<file path="config.mk">
export PLATFORM = sky130hd
export DESIGN_NAME = imem_loader
export DESIGN_NICKNAME = d
export VERILOG_FILES = /design/src/rtl/imem_loader.sv
export SDC_FILE = /design/constraint.sdc
export NUM_CORES = 1
export LEC_CHECK = 0
export CORE_MARGIN = 1.5
export CORE_UTILIZATION = 47
export CTS_BUF_LIST = sky130_fd_sc_hd__clkbuf_2 sky130_fd_sc_hd__clkbuf_4 sky130_fd_sc_hd__clkbuf_8
export DETAILED_ROUTE_END_ITERATION = 8
export GPL_TIMING_DRIVEN = 0
export PLACE_DENSITY = 0.8
export SETUP_SLACK_MARGIN = 0.15
export SKIP_CTS_REPAIR_TIMING = 1
export SLEW_MARGIN = 20
export SYNTH_ARGS = -nofsm -noshare
export SYNTH_HDL_FRONTEND = slang
export SYNTH_SLANG_ARGS = --single-unit
export TNS_END_PERCENT = 1
</file>
<file path="constraint.sdc">
create_clock -name clk -period 1.5 [get_ports clk]
set_input_delay 0.45 -clock clk [delete_from_list [all_inputs] [get_ports clk]]
set_output_delay 0.45 -clock clk [all_outputs]
set_load 0.02 [all_outputs]
</file>
<file path="src/rtl/imem_loader.sv">
// -----------------------------------------------------------------------------
// imem_loader
//
// Boot-time program loader placed upstream of the single-clock MIPS core.
// It takes a byte stream (word count N, then 4N bytes, MSB first), packs the
// bytes into 32-bit instruction words and writes them to consecutive
// instruction-memory word addresses. When the last word is written it lets
// the core run; when the core reports fin it holds the core again and waits
// for a new program starting at address 0.
//
// Parameters
//   ADDR_WIDTH  instruction-memory word-address width (depth 2^ADDR_WIDTH),
//               at least 2.
//
// Ports
//   clk         system clock, rising edge
//   pcclr       asynchronous active-low reset
//   rx_valid    byte offered on rx_data
//   rx_data     byte payload
//   rx_ready    loader accepts a byte this cycle
//   imem_we     one-cycle instruction-memory write strobe
//   imem_addr   word address of the write
//   imem_wdata  instruction word of the write
//   cpu_run     drives the core's active-low pcclr (1 = run)
//   cpu_fin     core's fin output
//   err         sticky overflow flag (program longer than memory)
// -----------------------------------------------------------------------------
module imem_loader #(
    parameter int ADDR_WIDTH = 6
) (
    input  logic                  clk,
    input  logic                  pcclr,
    input  logic                  rx_valid,
    input  logic [7:0]            rx_data,
    output logic                  rx_ready,
    output logic                  imem_we,
    output logic [ADDR_WIDTH-1:0] imem_addr,
    output logic [31:0]           imem_wdata,
    output logic                  cpu_run,
    input  logic                  cpu_fin,
    output logic                  err
);

    typedef enum logic [1:0] {
        S_LEN   = 2'd0,
        S_BYTES = 2'd1,
        S_WRITE = 2'd2,
        S_RUN   = 2'd3
    } state_t;

    localparam logic [ADDR_WIDTH-1:0] ADDR_ZERO = {ADDR_WIDTH{1'b0}};
    localparam logic [ADDR_WIDTH-1:0] ADDR_ONE  = {{(ADDR_WIDTH-1){1'b0}}, 1'b1};
    localparam logic [ADDR_WIDTH-1:0] ADDR_MAX  = {ADDR_WIDTH{1'b1}};

    state_t                state_q,    state_d;
    logic [1:0]            byte_idx_q, byte_idx_d;
    logic [7:0]            word_cnt_q, word_cnt_d;
    logic [ADDR_WIDTH-1:0] addr_q,     addr_d;
    // Set once the top address has been written; later words are dropped.
    logic                  full_q,     full_d;
    logic [31:0]           wdata_q,    wdata_d;
    logic                  we_q,       we_d;
    logic                  ready_q,    ready_d;
    logic                  run_q,      run_d;
    logic                  err_q,      err_d;
    logic                  xfer_s;

    // Byte transfer happens only when the registered ready meets rx_valid.
    assign xfer_s = rx_valid & ready_q;

    // Next-state and next-output logic of the loader FSM.
    always_comb begin
        state_d    = state_q;
        byte_idx_d = byte_idx_q;
        word_cnt_d = word_cnt_q;
        addr_d     = addr_q;
        full_d     = full_q;
        wdata_d    = wdata_q;
        we_d       = 1'b0;
        err_d      = err_q;

        case (state_q)
            S_LEN: begin
                if (xfer_s) begin
                    word_cnt_d = rx_data;
                    byte_idx_d = 2'd0;
                    if (rx_data == 8'd0) begin
                        state_d = S_RUN;
                    end else begin
                        state_d = S_BYTES;
                    end
                end else begin
                    state_d = S_LEN;
                end
            end

            S_BYTES: begin
                if (xfer_s) begin
                    wdata_d    = {wdata_q[23:0], rx_data};
                    byte_idx_d = byte_idx_q + 2'd1;
                    if (byte_idx_q == 2'd3) begin
                        state_d = S_WRITE;
                        // Words beyond the memory depth are consumed but
                        // never written; they raise the sticky error.
                        we_d    = ~full_q;
                        if (full_q) begin
                            err_d = 1'b1;
                        end else begin
                            err_d = err_q;
                        end
                    end else begin
                        state_d = S_BYTES;
                    end
                end else begin
                    state_d = S_BYTES;
                end
            end

            S_WRITE: begin
                word_cnt_d = word_cnt_q - 8'd1;
                // The address saturates at the top instead of wrapping.
                if (full_q) begin
                    addr_d = addr_q;
                end else if (addr_q == ADDR_MAX) begin
                    full_d = 1'b1;
                end else begin
                    addr_d = addr_q + ADDR_ONE;
                end
                if (word_cnt_q == 8'd1) begin
                    state_d = S_RUN;
                end else begin
                    state_d = S_BYTES;
                end
            end

            S_RUN: begin
                if (cpu_fin) begin
                    state_d = S_LEN;
                    addr_d  = ADDR_ZERO;
                    full_d  = 1'b0;
                end else begin
                    state_d = S_RUN;
                end
            end

            default: begin
                state_d = S_LEN;
            end
        endcase

        // Outputs are registered from the next state so they line up with it.
        ready_d = (state_d == S_LEN) || (state_d == S_BYTES);
        run_d   = (state_d == S_RUN);
    end

    // State and output registers; reset aborts any load or run at once.
    always_ff @(posedge clk or negedge pcclr) begin
        if (!pcclr) begin
            state_q    <= S_LEN;
            byte_idx_q <= 2'd0;
            word_cnt_q <= 8'd0;
            addr_q     <= ADDR_ZERO;
            full_q     <= 1'b0;
            wdata_q    <= 32'd0;
            we_q       <= 1'b0;
            ready_q    <= 1'b0;
            run_q      <= 1'b0;
            err_q      <= 1'b0;
        end else begin
            state_q    <= state_d;
            byte_idx_q <= byte_idx_d;
            word_cnt_q <= word_cnt_d;
            addr_q     <= addr_d;
            full_q     <= full_d;
            wdata_q    <= wdata_d;
            we_q       <= we_d;
            ready_q    <= ready_d;
            run_q      <= run_d;
            err_q      <= err_d;
        end
    end

    assign rx_ready   = ready_q;
    assign imem_we    = we_q;
    assign imem_addr  = addr_q;
    assign imem_wdata = wdata_q;
    assign cpu_run    = run_q;
    assign err        = err_q;

endmodule

</file>
== Word-level counts from Yosys, hierarchy flattened ==
Cells that the tools add are included.
Widths: inputs -> output; s select.
Storage, ports and cells
  memories kept: 0
  ROM bits: 0
  logic and storage cells: 64
  bits of input ports: 12
  register bits: 55
  latch bits: 0
  RAM bits: 0
  output and inout bits: 42
Cells by class
  reductions and logical operators: 13
  magnitude comparators: 0
  shift operators: 0
  $mul: 0
  divide/modulo/power cells: 0
  bitwise gates (word level): 2
  multiplexer cells: 23
  $add $sub $neg: 3
  equal/unequal tests: 13
Operators by type and width (count)
  $mux 6: 3
  $mux 2: 8
  $pmux 8 s2: 1
  $pmux 6 s2: 1
  $ne 2x2->1 const B: 5
  $eq 2x2->1 const B: 4
  $eq 8x1->1 const B: 1
  $logic_not 8->1: 1
  $mux 8: 1
  $pmux 2 s4: 1
  $reduce_and 4->1: 2
  $sub 8x1->8 const B: 1
  $add 6x1->6 const B: 1
  $eq 6x6->1 const B: 1
  $mux 1: 6
  $reduce_and 2->1: 3
  $reduce_bool 2->1: 3
  $eq 2x1->1 const B: 2
  $logic_not 2->1: 2
  $pmux 2 s2: 1
  $reduce_and 3->1: 1
  $add 2x1->2 const B: 1
  $pmux 1 s2: 1
  $and 1x1->1: 1
  2 further kinds: 2

== Depth between registers and ports, before layout ==
Gate-level depths: netlist of the first run.
  depth in word-level cells: 6
  depth in mapped cells: 6
  mapped depth without buffers: 5

== Least setup slack after synthesis of the first run ==
No wires, ideal clock.
  path kind: register -> register
  start point: reg addr_q[0], in the netlist imem_addr[0]
  end point: reg addr_q[1], in the netlist imem_addr[1]
  path buffers: 0
  setup time: 125 ps
  setup slack: -160 ps
  period minus slack after synthesis: 1660 ps
  data required time: 1375 ps
  arrival: 1535 ps
  stages on the path, launching flop included: 6
  cell sequence: dfrtp_1 > ha_1 > and4_1 > and2_1 > nor2_1 > mux2_2
On the way
  longest elaborated chain between the ends: 4
  elaborated cells on any way between the ends: 7
  classes of those cells: add/sub: 1; eq/ne: 2; mux: 3; reduce/logical: 1
RTL lines
  from (decl): RTL line 58  | logic [ADDR_WIDTH-1:0] addr_q, addr_d;
  from (signal assigned): RTL line 173  | addr_q <= addr_d;
  $add 6x1->6: RTL line 127  | addr_d = addr_q + ADDR_ONE;
  $mux 6: RTL line 124  | end else if (addr_q == ADDR_MAX) begin
  $mux 6: RTL line 122  | if (full_q) begin
  $pmux 6 s2: RTL line 82  | case (state_q)
Parallel ways exist; a longest one is shown, timed or not. The select of a mux whose other input is x is not followed.
A chain may end at the register's enable or synchronous reset.

== Final worst setup path of the first run ==
  start point: reg state_q[0]
  end point: reg addr_q[5], in the netlist imem_addr[5]
On the way
  longest elaborated chain between the ends: 3
  elaborated cells on any way between the ends: 8
  classes of those cells: eq/ne: 5; mux: 1; reduce/logical: 2
RTL lines
  from (decl): RTL line 55  | state_t state_q, state_d;
  from (signal assigned): RTL line 170  | state_q <= state_d;
  $eq 2x2->1: RTL line 82
  $ne 2x2->1 (no line) / $reduce_bool 2->1 (equally long branches)
  $reduce_and 4->1 (no line)
Parallel ways exist; a longest one is shown, timed or not.

==> impl_metrics.toml, run 1 <==
[status]
status = "complete, but fails checks"
violations = "setup timing"

[pwr]
pwr-share-clk_pct = 12.7
total_power_mw = 6.953
internal_power_mw = 4.161
power.switching_mw = 2.792
pwr-share-comb_pct = 46.1
vdd_drop_max_v = 0.001347
p_seq_share_pct = 41.1
switching_share_pct = 40.15
power.density_nw_per_um2 = 2161
total_leakage_power_nw = 1.495

[setup_path]
r2r_start = "state_q[0]"
worst_r2r_endpoint = "imem_addr[5]"
ff2ff_path_depth = 5
crit_path_end_kind = "flip-flop"
crit_type = "reg -> reg"
required_ns = 1.70
cpPeakStageDelay_ns = 0.46
r2r_slack_ns = -0.09
worstPathBufferInverterCount = 1
cp_slowest_cell = "dfrtp_2"
cp_top_family = "simple AND/OR/NAND/NOR gates"
crit_path_cell_trace = "buf_6, or3b_4, nor4_4, xnor2_1, nor2_1"
crit_fanout = 10
cp-start-kind = "flip-flop"
arrival_ns = 1.79

[sta]
hold_ws_ns = 0.1727
maxSlewHeadroom_pct = 54.67
finalMaxSlewViolations = 0
worst_slack_ns = -0.08601
worstMarginPinSlew_ns = 0.6799
fin_crit_sh_pct = 105.7
finalSetupViolCount = 3
finalHoldViolations = 0
fmax_ghz = 0.6305
fin_skew_ns = 0.007564
rsz0062_at_grt = "true"
period_minus_slack_ns = 1.586

[clock_network]
htreeDepth = 2
clk_latency_ns = 0.31
clock-sinks = 55
numCtsBuffers = 5
cts-root-buf = "clkbuf_8"
cts_tree = "built"
cts_max_path_buffers = 2
clkTransAtPathRegs_ns = 0.10

[synthesis]
yosys_warnings = 0
synth.distinct_cells = 44
synth_edf_count = 0
synthFlopType = "dfrtp_1"
syn_nets = 210
synthCells = 194
synth_async_sr_flop_share_pct = 100.0
netlist_area_um2 = 2425
yosysSeqAreaShare_pct = 56.76
postSynthAreaPerCell_um2 = 12.50
synth_seq_cells = 55

[routing]
drt_wl_total_mm = 5.034
drc = 0
viasPerCell = 5.381
drt_iter0_markers = 115
final_antenna_net_count = 0
drt_first_pass_iters = 4
wire_per_inst_um = 15.59
num_vias = 1738

[global_routing]
grt_pass1_wl_mm = 8.148
grt_pass1_vias = 1698
grt_util_met1_pct = 26.82
use_met3_pct = 4.418
antenna_found_initial = 0
grt_max_degree = 56
grt-ovfl-total = 0
use_met2_pct = 30.09
busiest_layer = "met2"
grt_use_total_pct = 19.38

[placement]
portBuffers = 53
dpl.hpwl_mm = 3.552
gp_congestion = 0.8707
place_inst = 314
place_area_um2 = 3072
pre_cts_ws_ns = -0.7119

[final_layout]
final_area_um2 = 3218
final_cells = 323
syn_to_final_growth_pct = 32.71
diodes = 0
nNetsFinal = 271
drive_gt1_share_pct = 44.53

[die]
die_y_um = 74.83
start_util_pct = 50.01
die_w_um = 74.83
core_um2 = 4848
rows = 25
ios = 54
dieArea_um2 = 5599

[flow_run]
maxCapViolCount = 0

[hold_path]
hold_class = "in -> async"
[per-layer routing]
| metal | share of wire (%) | wire length (um) | up-vias |
|---|---|---|---|
| li1 | - | - | 829 |
| met1 | 46 | 2316 | 864 |
| met2 | 49 | 2473 | 37 |
| met3 | 3.5 | 176 | 8 |
| met4 | 1.4 | 68 | 0 |
| met5 | 0 | 0 | - |
[cells by family after synthesis]
group / share of synthesized area [%]
xor+xnor: 1.084
simple gates: 14.24
fa+ha+maj: 2.064
flops: 56.76
buf+inv: 2.270
mux: 15.74
compound gates: 7.843
[how the worst max path moves through the flow]
stage	start	to	slack, ns	cells after the start
floorplan	rx_data[6]	cpu_run	0.007	4
global placement	pcclr	imem_addr[1]	-1.89	1
detailed placement	rx_valid	imem_wdata[28]	-0.71	6
CTS	rx_valid	imem_wdata[28]	-0.39	6
global route	state_q[0]	imem_addr[5]	-0.14	5
finish	state_q[0]	imem_addr[5]	-0.09	5
[area by class of cell]
class | instances | area, um^2
plain buffers | 7 | 68.82
clock buffers | 6 | 82.58
clock inverters | 2 | 17.52
fillers | 359 | 1630
inverters | 4 | 15.01
multi-input cells | 128 | 1104
flip-flops and latches | 55 | 1386
well taps | 67 | 83.83
repair buffers | 54 | 460.4
[cells in the final DEF, fill, tap and decap left out, drive strengths merged, types with 4 or more instances in the layout]
cell type / netlist / final
nor3: 5 / 5
o21ai: 7 / 7
ha: 4 / 4
dlymetal6s2s: 0 / 15
dfrtp: 55 / 55
inv: 4 / 6
nand2: 14 / 14
clkbuf: 1 / 30
nor2: 16 / 16
a21oi: 5 / 5
mux2: 33 / 33
buf: 6 / 20
[flip-flops by register name (all words and copies together) (netlist names)]
register	cells
imem_wdata	32
word_cnt_q	8
imem_addr	6
byte_idx_q	2
state_q	2
cpu_run	1
err	1
full_q	1
imem_we	1
rx_ready	1
[power groups by stage]
| stage | combinational [mW] | sequential (mW) | clock, mW |
|---|---|---|---|
| detailed placement | 3.44 | 2.84 | 0 |
| floorplan | 1.34 | 3.40 | 0 |
| global placement | 3.36 | 2.81 | 0 |
| finish | 3.21 | 2.86 | 0.884 |
| global route | 3.45 | 2.97 | 0.955 |
| CTS | 3.45 | 2.81 | 0.908 |
[metrics by stage]
stage          utilization (%)  setup TNS (ns)
4_1_cts                  65.42          -24.48
3_5_place_dp             63.35          -28.36
6_report                 66.37         -0.1539
3_3_place_gp             63.41         -121.20
2_1_floorplan                -               0
5_1_grt                  66.37          -1.578
[Yosys cell counts (3+ instances only)]
master / number / share of area (%)
a21oi_1: 5 / 1.0
buf_2: 5 / 1.0
dfrtp_1: 55 / 57
ha_1: 4 / 2.1
inv_1: 4 / 0.62
mux2_2: 33 / 15
nand2_1: 14 / 2.2
nand3_1: 3 / 0.62
nor2_1: 16 / 2.5
nor3_1: 5 / 1.0
nor3b_1: 3 / 0.93
o211ai_1: 3 / 0.93
o21ai_0: 7 / 1.4
(Power assumes the default switching activity.)
==> inputs of run 2 (changes only) <==
Settings changed: CORE_MARGIN 1.5 to 3, GPL_ROUTABILITY_DRIVEN set to 0, REMOVE_ABC_BUFFERS set to 1.
==> run 2 against run 1 <==
Net effect:
- highest routed layer unchanged
- largest power group unchanged
- flip-flop and latch count did not move
- total power rose by 3.1%
- the run still ends with setup timing left
- first-iteration DRC count fell by 40%
- critical path type unchanged
- via count barely moved
==> impl_metrics.toml, run 2 (synthesized netlist as in run 1, its figures left out) <==
[global_routing]
grt_use_total_pct = 15.94
grt-ovfl-total = 0
grt_pass1_wl_mm = 7.748
antenna_found_initial = 0
grt_pass1_vias = 1656
grt_max_degree = 56

[clock_network]
clk_latency_ns = 0.31
cts_max_path_buffers = 2
cts-root-buf = "clkbuf_8"
htreeDepth = 2
clkTransAtPathRegs_ns = 0.10
numCtsBuffers = 5
cts_tree = "built"
clock-sinks = 55

[final_layout]
fill_cells = 367
final_cells = 326
drive_gt1_share_pct = 44.79
layout_common_cells = "dfrtp_1 (51), mux2_2 (32), clkbuf_2 (26)"
largest_reg_flops = 32
final_common_cell = "dfrtp_1"
nNetsFinal = 274
syn_to_final_growth_pct = 34.47
diodes = 0
postLayoutCoreUtil_pct = 67.25

[sta]
rsz0062_at_grt = "true"
period_minus_slack_ns = 1.533
maxSlewHeadroom_pct = 55.57
worst_slack_ns = -0.03347
fin_crit_sh_pct = 102.2
finalSetupViolCount = 7
setup_tns_ns = -0.08820
finalHoldViolations = 0
fmax_ghz = 0.6521
fin_skew_ns = 0.005736
finalMaxSlewViolations = 0
worstMarginPinSlew_ns = 0.6665

[die]
start_util_pct = 50.01
core_um2 = 4848
dieArea_um2 = 6057
die_w_um = 77.83
ios = 54
die_y_um = 77.83
rows = 25

[placement]
place_inst = 307
dpl.hpwl_mm = 3.279
pre_cts_ws_ns = -0.9191
portBuffers = 53

[setup_path]
crit_type = "reg -> reg"
crit_fanout = 7
cp-start-kind = "flip-flop"
crit_path_end_kind = "flip-flop"
crit_path_cell_trace = "nor4b_4, buf_4, a21oi_2, a221o_1"
required_ns = 1.70
arrival_ns = 1.74
cpPeakStageDelay_ns = 0.54
startpoint = "state_q[0]"
r2r_start = "state_q[0]"
cp_slowest_cell = "dfrtp_4"

[routing]
wire_per_inst_um = 15.98
drt_first_pass_iters = 4
drc = 0
num_vias = 1737
drt_wl_total_mm = 5.208
final_antenna_net_count = 0
viasPerCell = 5.328
drt_iter0_markers = 69

[hold_path]
hold_class = "in -> async"

[status]
status = "complete, but fails checks"
violations = "setup timing"

[flow_run]
maxCapViolCount = 0

[pwr]
vdd_drop_max_v = 0.001188
total_power_mw = 7.171
total_leakage_power_nw = 1.518
power.density_nw_per_um2 = 2199
run 2: cell types whose count changed in the layout (fill, tap and decap cells not counted), sizes merged:
cell	delta
buf	+3
bufinv	+1
clkbuf	+2
clkinv	+1
dlymetal6s2s	-3
inv	-2
nand2	+1
run 2: layer usage:
metal	global-route usage, %	routed length, um	part of all wire (%)	vias up
met2	27.40	2683	52	40
met4	4.804	66	1.3	0
met3	3.712	212	4.1	6
li1	-	-	-	838
met1	19.88	2246	43	853
met5	0	0	0	-
run 2: path summary, 6_finish.rpt:
check,endpoint,slack (ns),cells past startpoint
worst min register to register,err,0.48,1
worst max register to register,word_cnt_q[4],-0.03,4
worst min-delay path,imem_wdata[27],0.16,1
max in group asynchronous,state_q[0],0.84,1
min in group clk,imem_wdata[5],0.46,2
worst max-delay path,word_cnt_q[4],-0.03,4
run 2: area by class of cell:
type	count	area [um^2]	share of cell area (%)
Tap cell	67	83.83	2.571
Clock buffer	6	82.58	2.533
Timing Repair Buffer	63	525.5	16.12
Multi-Input combinational cell	129	1135	34.80
Inverter	4	15.01	0.4605
Sequential cell	55	1384	42.44
Clock inverter	2	35.03	1.074
run 2: through the flow:
step / hold WS (ns) / area, um^2
6_report: 0.1634 / 3261
5_1_grt: 0.2088 / 3261
3_3_place_gp: 0.4615 / 2999
4_1_cts: 0.1904 / 3117
3_5_place_dp: 0.4600 / 2999
2_1_floorplan: 0.1544 / 2385
run 2: report_power, final:
part | total (mW) | switching, mW | leakage [nW] | internal, mW
logic | 3.30 | 1.71 | 0.806 | 1.59
clock network | 1.01 | 0.469 | 0.0612 | 0.540
registers | 2.87 | 0.660 | 0.651 | 2.20
total | 7.17 | 2.84 | 1.52 | 4.33
run 2: worst max-delay path, delay by kind of cell, from the launching register on:
family,cells,cell delay [ns]
AO/OA/AOI/OAI,2,0.36
AND/OR/NAND/NOR,1,0.32
buffers and inverters,1,0.20
flip-flops,1,0.54
==> inputs of run 3 (changes only) <==
Settings changed: HOLD_SLACK_MARGIN set to 0.06.
==> results of run 3 <==
Same layout as run 2: the final DEF is identical, and so are final timing and power.
